===== src/rtl/carfield_addr_decoder_rt.sv =====
// +--------------------------------------------------------------------------+
// | carfield_addr_decoder_rt : programmable range decoder with miss capture  |
// | Revision 1.0                                                             |
// +--------------------------------------------------------------------------+
`default_nettype none

module carfield_addr_decoder_rt #(
  parameter int NumRules  = 8,
  parameter int AddrWidth = 48,
  parameter int CntWidth  = 16,
  localparam int IdxW     = (NumRules > 1) ? $clog2(NumRules) : 1
) (
  input  logic                 clk_i,
  input  logic                 rst_i,
  // rule programming
  input  logic                 cfg_we_i,
  input  logic [IdxW-1:0]      cfg_idx_i,
  input  logic [AddrWidth-1:0] cfg_base_i,
  input  logic [AddrWidth-1:0] cfg_size_i,
  input  logic                 cfg_lock_i,
  output logic                 cfg_err_o,
  // lookup request
  input  logic                 req_valid_i,
  output logic                 req_ready_o,
  input  logic [AddrWidth-1:0] req_addr_i,
  // lookup response
  output logic                 rsp_valid_o,
  input  logic                 rsp_ready_i,
  output logic                 rsp_hit_o,
  output logic [IdxW-1:0]      rsp_idx_o,
  // miss capture
  output logic                 err_valid_o,
  output logic [AddrWidth-1:0] err_addr_o,
  output logic [CntWidth-1:0]  err_cnt_o,
  input  logic                 err_clr_i
);

  logic [AddrWidth-1:0] r_base [NumRules];
  logic [AddrWidth-1:0] r_size [NumRules];
  logic [NumRules-1:0]  r_lock;

  logic                 r_rsp_valid;
  logic                 r_rsp_hit;
  logic [IdxW-1:0]      r_rsp_idx;
  logic                 r_cfg_err;
  logic                 r_err_valid;
  logic [AddrWidth-1:0] r_err_addr;
  logic [CntWidth-1:0]  r_err_cnt;

  logic [NumRules-1:0]  w_match;
  logic                 w_hit;
  logic [IdxW-1:0]      w_idx;
  logic                 w_accept;
  logic                 w_miss_load;
  logic                 w_idx_ok;
  logic                 w_tgt_locked;
  logic                 w_wr_ok;

  // The end bound is formed one bit wider so a rule ending at the top of the
  // address space never wraps around to cover low addresses.
  for (genvar r = 0; r < NumRules; r++) begin : g_match
    logic [AddrWidth:0] w_lo;
    logic [AddrWidth:0] w_hi;
    logic [AddrWidth:0] w_addr;
    assign w_lo      = {1'b0, r_base[r]};
    assign w_hi      = {1'b0, r_base[r]} + {1'b0, r_size[r]};
    assign w_addr    = {1'b0, req_addr_i};
    assign w_match[r] = (r_size[r] != '0) && (w_addr >= w_lo) && (w_addr < w_hi);
  end

  // Lowest index wins on overlap: scan downwards so the last hit kept is lowest.
  always_comb begin
    w_hit = 1'b0;
    w_idx = '0;
    for (int r = NumRules - 1; r >= 0; r--) begin
      if (w_match[r]) begin
        w_hit = 1'b1;
        w_idx = IdxW'(r);
      end
    end
  end

  always_comb begin
    w_tgt_locked = 1'b0;
    for (int r = 0; r < NumRules; r++) begin
      if (cfg_idx_i == IdxW'(r)) begin
        w_tgt_locked = r_lock[r];
      end
    end
  end

  assign w_idx_ok    = (32'(cfg_idx_i) < NumRules);
  assign w_wr_ok     = cfg_we_i && w_idx_ok && !w_tgt_locked;
  assign req_ready_o = !r_rsp_valid || rsp_ready_i;
  assign w_accept    = req_valid_i && req_ready_o;
  assign w_miss_load = w_accept && !w_hit;

  // Rule table; lookups in the same cycle see the old contents.
  always_ff @(posedge clk_i or posedge rst_i) begin
    if (rst_i) begin
      for (int r = 0; r < NumRules; r++) begin
        r_base[r] <= '0;
        r_size[r] <= '0;
      end
      r_lock    <= '0;
      r_cfg_err <= 1'b0;
    end else begin
      r_cfg_err <= cfg_we_i && !w_wr_ok;
      for (int r = 0; r < NumRules; r++) begin
        if (w_wr_ok && (cfg_idx_i == IdxW'(r))) begin
          r_base[r] <= cfg_base_i;
          r_size[r] <= cfg_size_i;
          r_lock[r] <= cfg_lock_i;
        end
      end
    end
  end

  always_ff @(posedge clk_i or posedge rst_i) begin
    if (rst_i) begin
      r_rsp_valid <= 1'b0;
      r_rsp_hit   <= 1'b0;
      r_rsp_idx   <= '0;
    end else if (w_accept) begin
      r_rsp_valid <= 1'b1;
      r_rsp_hit   <= w_hit;
      r_rsp_idx   <= w_idx;
    end else if (rsp_ready_i) begin
      r_rsp_valid <= 1'b0;
    end
  end

  // A miss arriving with a clear restarts the capture from that miss.
  always_ff @(posedge clk_i or posedge rst_i) begin
    if (rst_i) begin
      r_err_valid <= 1'b0;
      r_err_addr  <= '0;
      r_err_cnt   <= '0;
    end else begin
      if (w_miss_load) begin
        if (err_clr_i) begin
          r_err_cnt <= CntWidth'(1);
        end else if (r_err_cnt != '1) begin
          r_err_cnt <= r_err_cnt + CntWidth'(1);
        end
        if (err_clr_i || !r_err_valid) begin
          r_err_valid <= 1'b1;
          r_err_addr  <= req_addr_i;
        end
      end else if (err_clr_i) begin
        r_err_cnt   <= '0;
        r_err_valid <= 1'b0;
      end
    end
  end

  assign cfg_err_o   = r_cfg_err;
  assign rsp_valid_o = r_rsp_valid;
  assign rsp_hit_o   = r_rsp_hit;
  assign rsp_idx_o   = r_rsp_idx;
  assign err_valid_o = r_err_valid;
  assign err_addr_o  = r_err_addr;
  assign err_cnt_o   = r_err_cnt;

endmodule

`default_nettype wire


===== config.mk =====
export PLATFORM = sky130hd
export DESIGN_NAME = carfield_addr_decoder_rt
export DESIGN_NICKNAME = d
export VERILOG_FILES = /design/src/rtl/carfield_addr_decoder_rt.sv
export SDC_FILE = /design/constraint.sdc
export NUM_CORES = 2
export LEC_CHECK = 0
export CELL_PAD_IN_SITES_DETAIL_PLACEMENT = 0
export CELL_PAD_IN_SITES_GLOBAL_PLACEMENT = 2
export CORE_ASPECT_RATIO = 0.75
export CORE_MARGIN = 10
export CORE_UTILIZATION = 30
export CTS_CLUSTER_DIAMETER = 40
export DETAILED_ROUTE_END_ITERATION = 16
export DONT_BUFFER_PORTS = 1
export PLACE_DENSITY_LB_ADDON = 0.1
export SLEW_MARGIN = 25
export SYNTH_ARGS = -nofsm -noshare
export SYNTH_HDL_FRONTEND = slang
export SYNTH_SLANG_ARGS = --single-unit

===== constraint.sdc =====
create_clock -name clk_i -period 27 [get_ports clk_i]
set_input_delay 5.4 -clock clk_i [delete_from_list [all_inputs] [get_ports clk_i]]
set_output_delay 5.4 -clock clk_i [all_outputs]
set_load 0.1 [all_outputs]

==> impl_metrics.json <==
{
  "layout-drive-gt1-share_pct": 16.9,
  "area_growth_pct": 15.6,
  "whs_ps": 454,
  "via_per_inst": 5.38,
  "setup_viol": 0,
  "dp.cells": 10100,
  "coreArea_um2": 232000,
  "crit_type": "in -> out",
  "setup_ws_ps": 15700,
  "ys_ff_latch": 847,
  "die_x_um": 578,
  "hp-class": "reg -> reg",
  "period_share_pct": 41.8,
  "postCtsSetupBuffers": 0,
  "finalMaxSlewViolations": 0,
  "grt_pass1_vias": 57400,
  "crit_path_end_kind": "output port",
  "drt_drc_violations_left": 0,
  "finClkSkew_ps": 56.4,
  "crit_chain": "nand2b_1 -> buf_4",
  "max_stage_delay_ps": 330,
  "avgSynthCellArea_um2": 9.82,
  "pre_cts_ws_ps": 15700,
  "ant_nets": 0,
  "status": "finished, final reports clean",
  "power_density_nw_per_um2": 121,
  "rsz0062_at_grt": "false",
  "wirelength_um": 264000,
  "worstPathArrival_ps": 5900,
  "postSynthNetCount": 8430,
  "power.share.combinational_pct": 50.4,
  "cts_root_buffer": "clkbuf_16",
  "grt_pass1_wl_um": 384000,
  "yosysTopAreaCellShare_pct": 30.3,
  "first_pass_iters": 5,
  "dieArea_um2": 253000,
  "routedWlPerCell_um": 25.1,
  "clk_path_buf_depth": 4,
  "nNetsFinal": 8527,
  "synth.area.top_cells": "dfrtp_1, ha_1, mux2_2",
  "worst-path-buf-inv": 1,
  "grt_start_max_net_pins": 84,
  "finalHoldViolations": 0,
  "tightest_slew_ps": 1100,
  "peakVddDrop_mv": 0.0481,
  "start_util_pct": 30.2,
  "critPathTopFamily": "buffers and inverters",
  "cp.required_ps": 21600,
  "power.switching_w": 0.00425,
  "antenna_found_initial": 53,
  "track_usage_pct": 20.2,
  "cts_resized": 0,
  "worstPathMaxFanout": 5,
  "final.setup.tns_ps": 0,
  "leakagePower_nw": 37.7,
  "yosysWarnings": 0,
  "dp_hpwl_um": 214000,
  "internal-power_w": 0.00557,
  "min_period_ps": 11300,
  "grt-ovfl-total": 0,
  "clock_latency_ps": 870,
  "fmax_ghz": 0.0885,
  "ys_types": 106,
  "place.gp.congestion": 0.847,
  "clk_pin_slew_ps": 50,
  "pin_count": 226,
  "cts_tree": "yes",
  "dieHeight_um": 438,
  "route.vias.total": 56700,
  "async_flop_share_pct": 100,
  "clock-sinks": 847,
  "port_buffers": 0,
  "numCtsBuffers": 199,
  "syn_inst": 7123,
  "slowest_stage": "buf_4",
  "fin_util_pct": 34.9,
  "drv_cap": 0,
  "final_cells": 10500,
  "ys_seq_area_share_pct": 30.3,
  "first_iter_violations": 3217,
  "power_switching_share_pct": 43.3,
  "cts_hold_buf": 0,
  "synth_flop_cell": "dfrtp_1",
  "netlist_area_um2": 69900,
  "slew_headroom_pct": 26.9,
  "power_frac_seq_pct": 23.4,
  "start_kind": "input port",
  "htreeDepth": 4,
  "synth_top_area_cell": "dfrtp_1",
  "rows": 153,
  "synth_edf_count": 0,
  "clockPowerShare_pct": 26.2
}
-- cell families after synthesis --
logic type                 after synthesis  synth area share, %
DFF                                    847                 30.3
buffers and inverters                  638                 3.54
muxes                                  776                 12.6
AOI/OAI and AO/OA                     1907                 17.7
and+or+nand+nor                       1470                 11.0
adders and majority gates             1153                 20.7
xor gates and xnor gates               332                 4.16
-- Yosys cell counts, types with 93 or more instances --
cell,n
ha_1,1145
dfrtp_1,847
mux2_2,752
a21oi_1,562
inv_1,487
o21ai_0,373
a21o_1,366
nand2_1,317
nor2_1,248
nand4_1,190
xor2_1,168
xnor2_1,164
nand3_1,139
clkbuf_1,131
nor4_1,125
nand2b_1,93
-- path summary, 6_finish.rpt --
kind	start	endpoint	slack, ps	cells after the start
worst max-delay path	rsp_ready_i	req_ready_o	15700	2
max in group asynchronous	rst_i	g_match[0].w_lo[27]	17800	7
worst min register to register	r_lock[1]	r_lock[1]	450	1
min in group asynchronous	rst_i	g_match[5].w_lo[14]	4390	1
worst max register to register	g_match[3].w_lo[0]	err_addr_o[11]	18700	27
worst min-delay path	r_lock[1]	r_lock[1]	450	1
-- per-layer routing --
layer | vias to the layer above | track usage, % | share of wire, %
li1 | 27100 | - | -
met1 | 28100 | 31.1 | 52
met2 | 1166 | 29.5 | 41
met3 | 318 | 2.71 | 4.7
met4 | 0 | 5.09 | 2.5
met5 | - | 0 | 0
-- state kept, by name, indices dropped and copies added, names as in the netlist --
name          count
r_size          384
rsp_valid_o       1
err_addr_o       48
rsp_idx_o         3
g_match.w_lo    384
rsp_hit_o         1
err_cnt_o        16
r_lock            8
err_valid_o       1
cfg_err_o         1
-- cell type report --
class,count,area (um2)
Fill cell,23500,151000
Multi-Input combinational cell,5638,46400
Sequential cell,847,21200
Clock buffer,227,5290
Tap cell,3100,3880
Inverter,487,1830
Clock inverter,134,1790
Timing Repair Buffer,47,365
Antenna cell,52,130
-- power by group through the flow --
stage                     combinational [W]  clock, W  sequential, W
after global placement              0.00493         0        0.00231
after CTS                           0.00499   0.00264        0.00230
after detailed placement            0.00496         0        0.00232
after global routing                0.00563   0.00270        0.00235
after floorplan                     0.00382         0        0.00215
final                               0.00494   0.00258        0.00230
-- layout by cell type (no fill, tap or decap), types with 21 or more instances in the layout --
master and count:
o211ai_1 41, and3_1 52, clkinvlp_4 27, clkinv_2 21
nor4_1 119, bufinv_16 32, and4_1 26, a211o_1 22
o21ai_0 373, diode_2 52, nor2_1 245, xor2_1 168
and2_1 27, a211oi_1 68, inv_6 23, clkbuf_16 200
o21bai_1 57, nand4_1 190, ha_1 1145, clkinv_4 22
nor2b_1 67, nand2_1 317, a31oi_1 43, nor3_1 83
buf_4 46, inv_1 486, nand2b_1 93, o31ai_1 35
dfrtp_1 847, or3_1 28, a21oi_1 562, o21a_1 80
xnor2_1 164, nand3_1 139, mux2_2 752, a21o_1 366
-- metrics by stage --
| stage | power [W] | instance area (um2) |
|---|---|---|
| after floorplan | 0.00597 | 69900 |
| after global placement | 0.00724 | 73600 |
| after detailed placement | 0.00728 | 73600 |
| after CTS | 0.00993 | 80700 |
| after global routing | 0.0107 | 80700 |
| final | 0.00982 | 80900 |
(Power assumes the default switching activity.)
